===== src/rtl/mips_mem_pkg.sv =====
// Shared encodings and helpers for the MIPS sub-word data memory.
package mips_mem_pkg;

    // Access size encodings on the request size field.
    localparam logic [1:0] SZ_BYTE  = 2'b00;
    localparam logic [1:0] SZ_HALF  = 2'b01;
    localparam logic [1:0] SZ_WORD  = 2'b10;
    localparam logic [1:0] SZ_DWORD = 2'b11;

    typedef enum logic [0:0] {
        ST_INIT  = 1'b0,
        ST_READY = 1'b1
    } state_e;

    // Right-aligned byte-enable pattern for an access size, before shifting by the lane offset.
    function automatic logic [7:0] byte_mask(input logic [1:0] size);
        logic [7:0] m;
        case (size)
            SZ_BYTE: m = 8'h01;
            SZ_HALF: m = 8'h03;
            SZ_WORD: m = 8'h0F;
            default: m = 8'hFF;
        endcase
        return m;
    endfunction

endpackage


===== src/rtl/mips_load_align.sv =====
// Load alignment: selects the addressed lanes of a memory word and sign/zero extends them.
module mips_load_align
    import mips_mem_pkg::*;
#(
    parameter int unsigned DATA_WIDTH = 32,
    parameter int unsigned OFF_WIDTH  = 2
) (
    input  logic [DATA_WIDTH-1:0] word_i,
    input  logic [OFF_WIDTH-1:0]  offset_i,
    input  logic [1:0]            size_i,
    input  logic                  unsigned_i,
    output logic [DATA_WIDTH-1:0] data_o
);

    logic [DATA_WIDTH-1:0] shifted;
    logic [DATA_WIDTH-1:0] keep;
    logic                  sign;

    // Shift the addressed lane to bit 0, keep the access width, fill the rest with the sign.
    always_comb begin
        shifted = word_i >> {offset_i, 3'b000};
        keep    = '1;
        sign    = shifted[DATA_WIDTH-1];
        case (size_i)
            SZ_BYTE: begin
                keep = DATA_WIDTH'(8'hFF);
                sign = shifted[7];
            end
            SZ_HALF: begin
                keep = DATA_WIDTH'(16'hFFFF);
                sign = shifted[15];
            end
            SZ_WORD: begin
                keep = DATA_WIDTH'(32'hFFFF_FFFF);
                sign = shifted[31];
            end
            default: begin
                keep = '1;
                sign = shifted[DATA_WIDTH-1];
            end
        endcase
        data_o = shifted & keep;
        if (!unsigned_i && sign) begin
            data_o = data_o | ~keep;
        end
    end

endmodule


===== src/rtl/mips_subword_data_memory.sv =====
// Sub-word data memory: valid/ready requests, registered 1-cycle response, post-reset clear sweep.
module mips_subword_data_memory
    import mips_mem_pkg::*;
#(
    parameter int unsigned ADDR_WIDTH = 32,
    parameter int unsigned DATA_WIDTH = 32,
    parameter int unsigned DEPTH      = 64
) (
    input  logic                  clk_i,
    input  logic                  rst_ni,
    input  logic                  req_valid_i,
    output logic                  req_ready_o,
    input  logic                  req_we_i,
    input  logic [1:0]            req_size_i,
    input  logic                  req_unsigned_i,
    input  logic [ADDR_WIDTH-1:0] req_addr_i,
    input  logic [DATA_WIDTH-1:0] req_wdata_i,
    output logic                  rsp_valid_o,
    output logic [DATA_WIDTH-1:0] rsp_data_o,
    output logic                  rsp_err_o,
    output logic                  init_done_o
);

    localparam int unsigned LANES = DATA_WIDTH / 8;
    localparam int unsigned OFFW  = $clog2(LANES);
    localparam int unsigned PTRW  = (DEPTH > 1) ? $clog2(DEPTH) : 1;

    state_e                state_q, state_d;
    logic [PTRW-1:0]       ptr_q, ptr_d;
    logic                  sweep_we;
    logic [DATA_WIDTH-1:0] mem_q [DEPTH];

    logic                  rsp_valid_q, rsp_valid_d;
    logic [DATA_WIDTH-1:0] rsp_data_q, rsp_data_d;
    logic                  rsp_err_q, rsp_err_d;

    logic                  accept;
    logic                  in_range;
    logic                  misaligned;
    logic                  size_bad;
    logic                  req_err;
    logic                  wr_en;
    logic [ADDR_WIDTH-1:0] idx_full;
    logic [PTRW-1:0]       idx;
    logic [OFFW-1:0]       offset;
    logic [15:0]           be_full;
    logic [LANES-1:0]      be;
    logic [DATA_WIDTH-1:0] wdata_sh;
    logic [DATA_WIDTH-1:0] rd_word;
    logic [DATA_WIDTH-1:0] ld_data;

    assign req_ready_o = (state_q == ST_READY);
    assign init_done_o = (state_q == ST_READY);
    assign accept      = req_valid_i && req_ready_o;

    // Request decode: word index, lane offset, error checks, store lane mask and data.
    always_comb begin
        idx_full = req_addr_i >> OFFW;
        offset   = req_addr_i[OFFW-1:0];
        in_range = (idx_full < ADDR_WIDTH'(DEPTH));
        // Out-of-range requests read word 0 so the array index never leaves its bounds.
        idx      = in_range ? idx_full[PTRW-1:0] : '0;
        case (req_size_i)
            SZ_HALF:  misaligned = req_addr_i[0];
            SZ_WORD:  misaligned = |req_addr_i[1:0];
            SZ_DWORD: misaligned = |req_addr_i[2:0];
            default:  misaligned = 1'b0;
        endcase
        size_bad = (req_size_i == SZ_DWORD) && (DATA_WIDTH != 64);
        req_err  = misaligned || size_bad || !in_range;
        be_full  = {8'h00, byte_mask(req_size_i)} << offset;
        be       = be_full[LANES-1:0];
        wdata_sh = req_wdata_i << {offset, 3'b000};
        wr_en    = accept && req_we_i && !req_err;
    end

    assign rd_word = mem_q[idx];

    mips_load_align #(
        .DATA_WIDTH(DATA_WIDTH),
        .OFF_WIDTH (OFFW)
    ) u_load_align (
        .word_i    (rd_word),
        .offset_i  (offset),
        .size_i    (req_size_i),
        .unsigned_i(req_unsigned_i),
        .data_o    (ld_data)
    );

    // Clear-sweep FSM: walk every word once after reset, then serve requests forever.
    always_comb begin
        state_d  = state_q;
        ptr_d    = ptr_q;
        sweep_we = 1'b0;
        case (state_q)
            ST_INIT: begin
                sweep_we = 1'b1;
                ptr_d    = ptr_q + PTRW'(1);
                if (ptr_q == PTRW'(DEPTH - 1)) begin
                    state_d = ST_READY;
                    ptr_d   = '0;
                end
            end
            ST_READY: begin
                state_d = ST_READY;
            end
            default: begin
                state_d = ST_INIT;
            end
        endcase
    end

    // FSM state and sweep pointer registers.
    always_ff @(posedge clk_i or negedge rst_ni) begin
        if (!rst_ni) begin
            state_q <= ST_INIT;
            ptr_q   <= '0;
        end else begin
            state_q <= state_d;
            ptr_q   <= ptr_d;
        end
    end

    // Array write: sweep clears a whole word, stores update only their enabled lanes.
    always_ff @(posedge clk_i) begin
        if (sweep_we) begin
            mem_q[ptr_q] <= '0;
        end else if (wr_en) begin
            for (int l = 0; l < LANES; l++) begin
                if (be[l]) begin
                    mem_q[idx][8*l +: 8] <= wdata_sh[8*l +: 8];
                end
            end
        end
    end

    // Response next-state: pulse valid on accept, hold data/err otherwise.
    always_comb begin
        rsp_valid_d = accept;
        rsp_data_d  = rsp_data_q;
        rsp_err_d   = rsp_err_q;
        if (accept) begin
            rsp_err_d  = req_err;
            rsp_data_d = (req_we_i || req_err) ? '0 : ld_data;
        end
    end

    // Response registers.
    always_ff @(posedge clk_i or negedge rst_ni) begin
        if (!rst_ni) begin
            rsp_valid_q <= 1'b0;
            rsp_data_q  <= '0;
            rsp_err_q   <= 1'b0;
        end else begin
            rsp_valid_q <= rsp_valid_d;
            rsp_data_q  <= rsp_data_d;
            rsp_err_q   <= rsp_err_d;
        end
    end

    assign rsp_valid_o = rsp_valid_q;
    assign rsp_data_o  = rsp_data_q;
    assign rsp_err_o   = rsp_err_q;

endmodule


===== config.mk =====
export PLATFORM = sky130hd
export DESIGN_NAME = mips_subword_data_memory
export DESIGN_NICKNAME = d
export VERILOG_FILES = /design/src/rtl/mips_mem_pkg.sv /design/src/rtl/mips_load_align.sv /design/src/rtl/mips_subword_data_memory.sv
export SDC_FILE = /design/constraint.sdc
export NUM_CORES = 2
export LEC_CHECK = 0
export CAP_MARGIN = 10
export CORE_ASPECT_RATIO = 0.9
export CORE_MARGIN = 4
export CORE_UTILIZATION = 45
export CTS_CLUSTER_DIAMETER = 200
export CTS_CLUSTER_SIZE = 20
export DETAILED_ROUTE_END_ITERATION = 16
export GPL_ROUTABILITY_DRIVEN = 0
export PLACE_DENSITY_LB_ADDON = 0.15
export SETUP_SLACK_MARGIN = 0.4
export SYNTH_ARGS = -nofsm -noshare
export SYNTH_HDL_FRONTEND = slang
export SYNTH_SLANG_ARGS = --single-unit
export TNS_END_PERCENT = 10

===== constraint.sdc =====
create_clock -name clk_i -period 11.6 [get_ports clk_i]
set_clock_uncertainty 0.2 [all_clocks]
set_input_delay 2.32 -clock clk_i [delete_from_list [all_inputs] [get_ports clk_i]]
set_output_delay 2.32 -clock clk_i [all_outputs]
set_load 0.01 [all_outputs]

# Yosys cells after proc, flatten, opt, wreduce, memory -nomap -nowiden
# Memory sizes are Yosys's and may differ from the RTL's.
# Cells that the tools add are included.
[word_totals]
in_bits = 71
n_memories = 1
ff_bits = 41
mem_bits_rw = 2048
wordCells = 63
[op_classes]
n_bitwise = 4
n_mux = 30
eq_ne = 4
n_addsub = 1
n_shift = 3
n_lt_le_gt_ge = 1
reduce_logical = 14
[mem_list]
columns = ["memory", "depth", "width", "read_ports", "rd_ports_with_merged_regs", "write_ports", "line", "source"]
rows = [
  ["mem_q", 64, 32, 1, 0, 1, "mips_subword_data_memory.sv:31", "logic [DATA_WIDTH-1:0] mem_q [DEPTH];"],
]
[op_table]
columns = ["op", "count"]
rows = [
  ["$mux 32", 3],
  ["$pmux 32 s2", 1],
  ["$and 32x32->32", 1],
  ["$not 32->32", 1],
  ["$or 32x32->32", 1],
  ["$reduce_or 32->1", 1],
  ["$shl 32x5->32", 1],
  ["$shr 32x5->32", 1],
  ["$lt 30x7->1 const B", 1],
  ["$pmux 8 s3", 1],
  ["$mux 1", 18],
  ["$mux 6", 3],
  ["$shl 8x2->4", 1],
  ["$add 6x1->6 const B", 1],
  ["$eq 6x6->1 const B", 1],
  ["$eq 2x2->1 const B", 2],
  ["$logic_and 1x1->1", 4],
  ["$mux 4", 1],
  ["$pmux 1 s2", 2],
  ["$logic_not 1->1", 3],
  ["$logic_or 1x1->1", 3],
  ["$pmux 1 s3", 1],
  ["$reduce_or 3->1", 1],
  ["$eq 2x1->1 const B", 1],
  ["3 further kinds", 3],
]

# Logic depth before layout (Yosys ltp)
[logic_depth]
ltp_word = 11
ltp_mapped = 18
ltp_nobuf = 10

# Modules after synthesis
# From an unflattened synthesis, not the netlist that was laid out.
[unflattened]
cells_unflattened = 5571
area_unflattened_um2 = 85106.6
[modules_own_cells]
columns = ["mod", "seq_area_each_um2", "area_per_inst_um2", "n_inst", "cells_each"]
rows = [
  ["mips_subword_data_memory", 62525.0, 84402.2, 1, 5464],
  ["mips_load_align", 0.0, 704.4, 1, 107],
]

# Least setup slack after synthesis
# No wires, ideal clock.
[synth_path]
path_kind = "input to register"
startpoint = "input port req_addr_i[23]"
endpoint = "memory mem_q[0][29] (data pin)"
n_path_buf = 4
stages = 10
t_arrival_ns = 7.031
path_slack_ns = 3.648
path_cell_list = "or4_4 > nor2_4 > nand2_1 > nor3_2 > nand2_1 > buf_2 > buf_1 > clkbuf_1 > buf_1 > a211oi_1"
[synth_between]
elab_chain_cells = 10
[synth_lines]
columns = ["item", "line", "source"]
rows = [
  ["start, declared", "mips_subword_data_memory.sv:16", "input logic [ADDR_WIDTH-1:0] req_addr_i,"],
  ["$lt 30x7->1 *", "mips_subword_data_memory.sv:60", "in_range = (idx_full < ADDR_WIDTH'(DEPTH));"],
  ["$logic_not 1->1 *", "mips_subword_data_memory.sv:70", "req_err = misaligned || size_bad || !in_range;"],
  ["$logic_or 1x1->1 *", "mips_subword_data_memory.sv:70", ""],
  ["$logic_not 1->1 *", "mips_subword_data_memory.sv:74", "wr_en = accept && req_we_i && !req_err;"],
  ["$logic_and 1x1->1 *", "mips_subword_data_memory.sv:74", ""],
  ["$mux 1", "mips_subword_data_memory.sv:128", "end else if (wr_en) begin"],
  ["$mux 1", "mips_subword_data_memory.sv:126", "if (sweep_we) begin"],
  ["$mux 1 (not written as such)", "mips_subword_data_memory.sv:131", "mem_q[idx][8*l +: 8] <= wdata_sh[8*l +: 8];"],
  ["$reduce_or 32->1 (no source line) *", "n/a", ""],
  ["$mux 32 (no source line) *", "n/a", ""],
  ["end, declared", "mips_subword_data_memory.sv:31", ""],
]
# Mark *: on every way between the ends. The rest lies on a longest branch, timed or not.

# Worst setup path after layout
[layout_path]
startpoint = "input port req_addr_i[10]"
endpoint = "register rsp_data_q[21], in the netlist rsp_data_o[21]"
[layout_between]
elab_chain_cells = 8
[layout_lines]
columns = ["item", "line", "source"]
rows = [
  ["$lt 30x7->1 *", "mips_subword_data_memory.sv:60", ""],
  ["$mux 6", "mips_subword_data_memory.sv:62", "idx = in_range ? idx_full[PTRW-1:0] : '0;"],
  ["$mem_v2 64x32", "n/a", ""],
  ["$shr 32x5->32", "mips_load_align.sv:21", "shifted = word_i >> {offset_i, 3'b000};"],
  ["$pmux 1 s2 / $and 32x32->32 (equally long branches)", "mips_load_align.sv:24, mips_load_align.sv:42", ""],
  ["$logic_and 1x1->1 / $or 32x32->32 (equally long branches)", "mips_load_align.sv:43, mips_load_align.sv:44", ""],
  ["$mux 32", "mips_load_align.sv:43", "if (!unsigned_i && sign) begin"],
  ["$mux 32 *", "mips_subword_data_memory.sv:144", "rsp_data_d = (req_we_i || req_err) ? '0 : ld_data;"],
  ["end signal, assigned", "mips_subword_data_memory.sv:156", "rsp_data_q <= rsp_data_d;"],
  ["end, declared", "mips_subword_data_memory.sv:34", "logic [DATA_WIDTH-1:0] rsp_data_q, rsp_data_d;"],
]
# Marked as above.
# A chain may end at the register's enable or synchronous reset.

==> out/metrics.cfg <==
[final_layout]
fillers = 15911
area_growth_pct = 8.34
layout_commonest_cell = edfxtp_1
final_cell_count_no_fill = 7794
most-common-layout-cells = 2048 x edfxtp_1, 452 x nor2_1, 300 x nand2_1
nNetsFinal = 5304
stdcell_area_um2 = 92200
drive_above_1_share_pct = 12.9

[synthesis]
synth_enable_flop_cells = 2048
synth_cell_types = 98
synth_seq_cells = 2089
syn_avg_cell_area_um2 = 16.3
async_flop_share_pct = 1.96
synth_area_um2 = 85100
ys_warn_count = 0
syn-num-nets = 5295
synth-main-ff-cell = edfxtp_1
yosysSeqAreaShare_pct = 73.5
synth_cells = 5223

[place]
place_area_um2 = 89100
hpwl_mm = 183
io_buffer_count = 106
dp.cells = 7640

[power]
intPower_mw = 10.1
pwr-share-clk_pct = 33.0
p_sw_mw = 2.65
combPwrFrac_pct = 3.0
p_per_area_nw_per_um2 = 138
pwr-share-seq_pct = 64.0
total_power_mw = 12.7
irDropWorstVdd_uv = 123
swShare_pct = 20.8
power.leakage_nw = 24.1

[timing]
fmax_mhz = 126
rsz0062_at_grt = false
fin_crit_sh_pct = 68.2
maxSlewViolCount = 0
hold_viol_final = 0
setup_viol = 0
worst_pin_slew_ns = 1.47
relSlewSlack_pct = 1.32
final.setup.tns_ns = 0
hold_ws_ns = 0.317
period_minus_slack_ns = 7.92

[setup_path]
rrSetupSlack_ns = 6.10
rr_worst_depth = 10
setup.worst_path.class = in2reg
reg2reg_from = init_done_o
worstPathArrival_ns = 8.40
start_kind = input pin
critPathCaptureType = flip-flop
cp_max_fo = 36
regToRegEndpoint = mem_q[10][30]
worstPathRequired_ns = 12.09

[route]
detail_route.wirelength_mm = 292
vias = 51971
ant_nets = 0
vias_per_cell = 6.67
drc = 0
wire_per_inst_um = 37.5
drtIter0Drc = 7942
first_pass_iters = 8

[clocking]
cts-root-buf = clkbuf_16
post_cts_resized = 0
clk_pin_slew_ns = 0.08
worstSkewPairLatency_ns = 0.81
cts_tree = yes
numClockSinks = 2089
post_cts_buffers = 0
h-tree-depth = 3
cts-buffers-inserted = 114
cts_max_path_buffers = 3
cts-hold-fix-buffers = 0

[status]
violations = capacitance limit
status = complete, but fails checks

[hold_path]
whs_endpoint = rsp_data_o[27]
hold_class = reg2reg
whs_path_depth = 1
min_from = rsp_data_o[27]

[floorplanning]
dieHeight_um = 421
die_w_um = 466
ios = 107
dieArea_um2 = 196000
core_area_um2 = 188000
start_util_pct = 45.2
placementRows = 151

[global_routing]
grt_usage_pct = 29.3
grt_pass1_vias = 48804
grt_first_pass_wirelength_mm = 403
grt_max_degree = 102
gr-total-overflow = 0
antenna_found_initial = 18

[flow_run]
cap_viol_max_count = 1

worst max-delay path, cell delays in order:
cell and delay [ns]:
clkdlybuf4s50_1 0.40, nor4_1 0.49, and4_4 0.41, buf_4 0.49
buf_4 0.62, nand3_2 0.34, buf_4 0.48, nor2_1 0.92
o21ai_0 0.35, a221oi_1 0.56, a2111o_1 0.34, nor2_1 0.09
or2_0 0.22, a221o_1 0.29
worst max-delay path by stage:
stage | start | endpoint | slack (ns) | cells past startpoint
floorplan | req_addr_i[23] | mem_q[0][29] | 3.65 | 10
global placement | req_addr_i[31] | rsp_data_o[21] | 3.14 | 14
detailed placement | req_addr_i[10] | rsp_data_o[21] | 3.15 | 14
CTS | req_addr_i[10] | rsp_data_o[21] | 3.96 | 14
global route | req_addr_i[10] | rsp_data_o[13] | 3.73 | 14
finish | req_addr_i[10] | rsp_data_o[21] | 3.68 | 14
area by class of cell:
type                            instances  area, um^2  area share, %
Antenna cell                           10        25.0         0.0271
Clock buffer                          141        3020           3.27
Tap cell                             2524        3160           3.43
Clock inverter                          3        33.8         0.0366
Multi-Input combinational cell       2751       21000           22.8
Sequential cell                      2089       62500           67.8
Inverter                               21        83.8         0.0909
Timing Repair Buffer                  255        2300           2.49
metal layers:
metal	GRT usage [%]	wire length [um]	share of wire [%]
met5	0	111	0.038
met4	11.9	14500	5.0
met3	7.97	34600	12
met2	42.5	126000	43
met1	42.2	117000	40
power by group through the flow:
stage / logic [mW] / registers, mW / clock network, mW
CTS: 0.373 / 8.14 / 4.23
detailed placement: 0.372 / 8.32 / 0
finish: 0.383 / 8.14 / 4.20
global placement: 0.373 / 8.32 / 0
floorplan: 0.211 / 8.32 / 0
global route: 0.390 / 8.14 / 4.52
sequential cells by signal, summed over array words and instances, names as in the netlist:
signal,count
ptr_q,6
rsp_data_o,32
rsp_valid_o,1
rsp_err_o,1
mem_q,2048
init_done_o,1
stage by stage:
step / util, % / worst slack, ns
global route: 49.0 / 3.73
global placement: 47.3 / 3.14
CTS: 49.0 / 3.96
detailed placement: 47.4 / 3.15
finish: 49.0 / 3.68
floorplan: - / 3.65
cell families after synthesis:
kind of cell             count (synthesis)  synth area share (%)
buffers and inverters                  383                  2.28
flip-flops                            2089                  73.5
multiplexers                           537                  9.34
AND/OR/NAND/NOR                       1159                  6.25
adder cells (fa/ha/maj)                  1                0.0147
AO/OA/AOI/OAI                         1050                  8.59
XOR/XNOR                                 4                0.0412
Yosys cell counts (15+ instances only):
| library cell | number | area [um^2] |
|---|---|---|
| buf_2 | 131 | 656 |
| nor2b_1 | 41 | 257 |
| o221ai_1 | 76 | 666 |
| edfxtp_1 | 2048 | 61500 |
| nor2_1 | 478 | 1790 |
| o21ai_0 | 152 | 761 |
| a211o_1 | 22 | 193 |
| inv_1 | 20 | 75.1 |
| dfrtp_1 | 41 | 1030 |
| nor4_1 | 29 | 181 |
| nand4_1 | 16 | 100 |
| nand3_1 | 72 | 360 |
| a31oi_1 | 58 | 363 |
| nand2_1 | 305 | 1140 |
| mux4_2 | 198 | 4460 |
| a211oi_1 | 100 | 751 |
| nand2b_1 | 30 | 188 |
| o211ai_1 | 36 | 270 |
| o31ai_1 | 22 | 165 |
| mux2_2 | 79 | 890 |
| clkbuf_1 | 139 | 522 |
| a221oi_1 | 64 | 561 |
| or3_1 | 15 | 93.8 |
| a2111oi_0 | 33 | 289 |
| buf_6 | 21 | 236 |
| a221o_1 | 28 | 280 |
| a22oi_1 | 17 | 128 |
| buf_4 | 45 | 338 |
| mux2i_1 | 260 | 2600 |
| nor3_1 | 69 | 345 |
| o22ai_1 | 65 | 407 |
| and3_1 | 33 | 206 |
| a21oi_1 | 227 | 1140 |
| buf_1 | 25 | 93.8 |
Power figures use the tool's default switching activity.
